==> src/rtl/parity_pkg.sv <==
// parity_pkg: shared constants and output-stage state type for the parity arbiter
package parity_pkg;
  localparam int PARITY_CNT_W = 16;
  typedef enum logic {ST_EMPTY, ST_FULL} state_t;
endpackage

==> src/rtl/parity_calc.sv <==
// parity_calc: combinational even/odd parity of one word
module parity_calc #(
  parameter int N_BITS = 6
) (
  input  logic [N_BITS-1:0] data_i,
  output logic              even_o,
  output logic              odd_o
);
  assign even_o = ^data_i;
  assign odd_o  = ~even_o;
endmodule

==> src/rtl/parity_gen_arbiter.sv <==
// parity_gen_arbiter: round-robin share of one parity generator with a registered valid/ready output
// Optional odd-word statistics counter enabled by PARITY_STATS_EN.
module parity_gen_arbiter
  import parity_pkg::*;
#(
  parameter  int N_BITS = 6,
  parameter  int N_REQ  = 4,
  localparam int ID_W   = $clog2(N_REQ)
) (
  input  logic                    clk,
  input  logic                    rst,
  input  logic [N_REQ-1:0]        req_valid,
  input  logic [N_REQ*N_BITS-1:0] req_data,
  output logic [N_REQ-1:0]        req_ready,
  output logic                    out_valid,
  input  logic                    out_ready,
  output logic [N_BITS-1:0]       out_data,
  output logic [ID_W-1:0]         out_id,
  output logic                    out_even_parity,
  output logic                    out_odd_parity
`ifdef PARITY_STATS_EN
  ,
  input  logic                    stats_clr,
  output logic [PARITY_CNT_W-1:0] odd_word_cnt
`endif
);
  state_t              state_q;
  logic [N_BITS-1:0]   data_q;
  logic [ID_W-1:0]     id_q, rr_q, rr_d, win;
  logic                even_q, odd_q, grant, take, can_accept, even_w, odd_w;
  logic [N_BITS-1:0]   word;
  // Scan from the highest offset down so the nearest request at/after rr_q wins.
  always_comb begin
    grant = 1'b0;
    win   = '0;
    for (int k = N_REQ - 1; k >= 0; k--)
      if (req_valid[(int'(rr_q) + k) % N_REQ]) begin
        grant = 1'b1;
        win   = ID_W'((int'(rr_q) + k) % N_REQ);
      end
  end
  assign can_accept = (state_q == ST_EMPTY) || out_ready;
  assign take       = can_accept && grant;
  assign req_ready  = take ? (N_REQ'(1) << win) : '0;
  assign word       = req_data[int'(win)*N_BITS +: N_BITS];
  assign rr_d       = (int'(win) == N_REQ - 1) ? '0 : win + 1'b1;
  parity_calc #(.N_BITS(N_BITS)) u_calc (
    .data_i(word),
    .even_o(even_w),
    .odd_o (odd_w)
  );
  always_ff @(posedge clk) begin
    if (rst) begin
      state_q <= ST_EMPTY;
      data_q  <= '0;
      id_q    <= '0;
      even_q  <= 1'b0;
      odd_q   <= 1'b1;
      rr_q    <= '0;
    end else if (take) begin
      state_q <= ST_FULL;
      data_q  <= word;
      id_q    <= win;
      even_q  <= even_w;
      odd_q   <= odd_w;
      rr_q    <= rr_d;
    end else if (out_ready) begin
      state_q <= ST_EMPTY;
    end
  end
  assign out_valid       = (state_q == ST_FULL);
  assign out_data        = data_q;
  assign out_id          = id_q;
  assign out_even_parity = even_q;
  assign out_odd_parity  = odd_q;
`ifdef PARITY_STATS_EN
  logic [PARITY_CNT_W-1:0] cnt_q, cnt_d;
  assign cnt_d = stats_clr ? '0 :
                 (out_valid && out_ready && even_q && cnt_q != '1) ? cnt_q + 1'b1 : cnt_q;
  always_ff @(posedge clk) begin
    if (rst) cnt_q <= '0;
    else     cnt_q <= cnt_d;
  end
  assign odd_word_cnt = cnt_q;
`endif
endmodule

==> config.mk <==
export PLATFORM = sky130hd
export DESIGN_NAME = parity_gen_arbiter
export DESIGN_NICKNAME = d
export VERILOG_FILES = /design/src/rtl/parity_pkg.sv /design/src/rtl/parity_calc.sv /design/src/rtl/parity_gen_arbiter.sv
export SDC_FILE = /design/constraint.sdc
export NUM_CORES = 1
export LEC_CHECK = 0
export BUFFER_PORTS_ARGS = -buffer_cell sky130_fd_sc_hd__clkbuf_2
export CORE_MARGIN = 2
export CORE_UTILIZATION = 41
export DETAILED_ROUTE_END_ITERATION = 12
export PLACE_DENSITY = 0.73
export REMOVE_ABC_BUFFERS = 1
export SLEW_MARGIN = 20
export SYNTH_ARGS = -nofsm -noshare
export SYNTH_HDL_FRONTEND = slang
export SYNTH_SLANG_ARGS = --single-unit
==> constraint.sdc <==
create_clock -name clk -period 2.57 [get_ports clk]
set_input_delay 0.3855 -clock clk [delete_from_list [all_inputs] [get_ports clk]]
set_output_delay 0.3855 -clock clk [all_outputs]
set_load 0.005 [all_outputs]
==> impl_metrics.csv <==
group,metric,value,unit
logic_synthesis,synth_sequential_area_ratio,27.01,%
logic_synthesis,largest_cells_by_area_after_synthesis,"dfxtp_1, nand2_1, a21oi_1",
power,peakVddDrop,0.3793,mV
sta,highest_clock_frequency_the_design_can_meet,407.5,MHz
power,p_clk_share,14.7,%
power,p_per_area,621.1,mW/mm²
clock_network,cts_tree,"built",
route,antenna_left,0,
logic_synthesis,ys.warnings.count,0,
clock_network,clock_root_buffer,"clkbuf_4",
logic_synthesis,synthMostInstantiatedCell,"nand2_1",
cells_and_area,syn2layout_area_growth,43.12,%
die,design.die.area,0.002754,mm²
sta,setup_viol_count_final,0,
die,die_x,52.48,µm
power,total_leakage_power,0.6940,nW
logic_synthesis,synth.cell_area,963.4,µm²
run_status,outcome,"finished clean",
logic_synthesis,synth-async-reset-ratio,0,%
clock_network,clk_pin_slew_worst_paths,0.07,ns
sta,post-route-min-period,2.454,ns
place,io_buffers,45,
logic_synthesis,synth.top_cell.area_share,27.01,%
die,io-pin-count,46,
grt,busiest_layer,"met2",
clock_network,clk_path_buf_depth,2,
power,power.share.switching,36.23,%
die,core_ar,0.002212,mm²
die,start_util,43.55,%
grt,grt_max_degree,16,
flow_run,maxCapViolCount,0,
cells_and_area,finish.utilization,62.33,%
grt,grt_util_all_layers,21.82,%
logic_synthesis,synth_area_per_cell,7.646,µm²
place,globalplace.congestion,0.7872,
clock_network,worstSkewPairLatency,0.28,ns
setup_path,critical-path-slowest-cell,"dfxtp_1",
setup_path,path_class,"flop to flop",
cells_and_area,layout-drive-gt1-share,39.89,%
grt,grt_antenna_before_repair,0,
setup_path,worstSetupStartpointType,"flop",
setup_path,cp_data_arrival_time,2.62,ns
grt,grt_first_pass_wirelength,4.547,mm
setup_path,crit_path_end_kind,"flop",
sta,report.final.hold_viol_count,0,
cells_and_area,antennaDiodeCount,0,
power,comb_power_share,54.9,%
power,total_power_consumption_of_the_routed_design,0.0008563,W
place,dp.final_hpwl,2.269,mm
grt,groute.layer.met1.usage,28.02,%
power,p_int,0.0005461,W
logic_synthesis,netlist_top_cells_count,"nand2_1, a21oi_1, dfxtp_1, nand3_1, nor2_1",
logic_synthesis,dominantRegCellSynth,"dfxtp_1",
grt,global_route.usage.met2,37.92,%
setup_path,critPathMaxStageDelay,0.36,ns
clock_network,maximum_level_of_the_cts_h_tree,1,
setup_path,worstPathCellList,"nor2b_1 -> buf_4 -> nor4b_1 -> buf_4 -> o21ai_0 -> and3_1 -> a211o_1 -> a211o_1 -> mux2_4 -> o31a_1",
sta,relSlewSlack,62.68,%
route,dr_total_vias,1138,
route,drt_pre_antenna_iters,4,
sta,finalMaxSlewViolations,0,
route,first_iter_violations,12,
die,die_h,52.48,µm
route,route.detailed.drc,0,
worst_hold_path,worstHoldPathType,"primary input to flop",
setup_path,peak_fanout_along_the_critical_path,6,
cells_and_area,nFillCells,225,
logic_synthesis,synth_seq_cells,13,
sta,finalSetupTns,0,ns
route,via_per_inst,5.269,
setup_path,crit_required,2.74,ns
grt,first_global_vias,1057,
logic_synthesis,synth-edff-count,0,
sta,finClkSkew,0.004487,ns
sta,timing.hold.ws,0.4062,ns
power,power.sequential.fraction,30.4,%
cells_and_area,design.final.nets,224,
sta,worst_slew_pin_slew,0.5598,ns
grt,globalRoute.totalOverflow,0,
clock_network,tritoncts.num_buffers,3,
sta,share_of_the_clock_period_used_by_the_worst_path,95.48,%
logic_synthesis,synth_largest_area_cell,"dfxtp_1",
route,detail_route.wl_per_cell,12.81,µm
grt,groute.layer.met3.usage,2.571,%
power,net-switching-power,0.0003102,W
logic_synthesis,yosysUniqueCellTypes,36,
route,detail_route.wirelength,2.767,mm
clock_network,cts_num_sinks,13,
die,floorplan_row_count,17,
logic_synthesis,syn-instance-count,126,
[flip-flops by register name, indices dropped and copies added, names as in the netlist]
register,count
out_data,6
out_id,2
out_even_parity,1
out_odd_parity,1
rr_q,2
out_valid,1
[per-layer routing]
metal  up-vias  wire length, µm
li1        582                -
met1       511             1254
met2        41             1343
met3         4              146
met4         0               23
met5         -                0
[power by group through the flow]
stage,combinational (W),sequential [W],clock [W]
after global routing,0.000520,0.000265,0.000136
after floorplan,0.000269,0.000269,0
after CTS,0.000464,0.000260,0.000132
after detailed placement,0.000460,0.000264,0
final,0.000470,0.000260,0.000126
after global placement,0.000448,0.000262,0
[cell usage in the layout, fill, tap and decap left out, types with 2 or more instances in the layout]
master,netlist,routed
a211o_1,3,3
a21oi_1,13,13
a221oi_1,2,2
a22oi_2,2,2
a32oi_2,0,2
and2_1,4,4
and3_1,2,2
buf_4,1,19
clkbuf_2,0,45
clkbuf_4,0,3
dfxtp_1,13,13
ha_1,4,4
inv_2,2,2
mux2i_1,2,2
nand2_1,21,21
nand3_1,12,12
nor2_1,7,7
nor2b_1,4,4
nor3b_1,2,2
nor4_1,4,4
o21ai_0,6,6
[layout make-up]
type                       count  area [µm²]  share of cell area [%]
clock buffer                   4       26.28                   1.906
inverter                       3       11.26                  0.8167
multi-input combinational    104       678.2                   49.18
sequential                    13       260.3                   18.87
tap                           28       35.03                   2.541
timing repair buffer          64       367.9                   26.68
[critical path: cells and delay by family, from the launching register on]
family / cells / cell delay (ns)
AOI/OAI and AO/OA: 4 / 0.77
and+or+nand+nor: 3 / 0.61
DFF: 1 / 0.36
buffers and inverters: 2 / 0.34
muxes: 1 / 0.28
[stage by stage]
| step | instances | setup slack (ns) | instance area (µm²) |
|---|---|---|---|
| floorplan | 120 | -0.04871 | 934.6 |
| global placement | 212 | -0.04434 | 1338 |
| detailed placement | 212 | -0.08062 | 1338 |
| CTS | 216 | 0.1170 | 1364 |
| global route | 216 | -0.006447 | 1379 |
| finish | 216 | 0.1162 | 1379 |
[worst paths after layout]
path | end | slack [ns] | startpoint | cells past startpoint
min | out_valid | 0.41 | out_ready | 4
max | out_odd_parity | 0.12 | rr_q[0] | 10
min reg2reg | out_data[3] | 0.46 | out_data[3] | 2
max reg2reg | out_odd_parity | 0.12 | rr_q[0] | 10
[timing repair]
action	4_1_cts	5_1_grt
hold buffers	0	0
endpoints found under the hold margin	0	0
endpoints found under the setup margin	0	1
gates resized for setup	0	2
buffers inserted	0	0
[kinds of logic (layout without fill, tap and decap cells)]
group	after synthesis	in the layout	share of synthesized area, %
buf+inv	9	71	4.156
mux	3	3	3.636
xor+xnor	2	2	3.247
fa+ha+maj	4	4	5.195
simple gates	62	62	33.90
flops	13	13	27.01
compound gates	33	33	22.86
(Power assumes the default switching activity.)
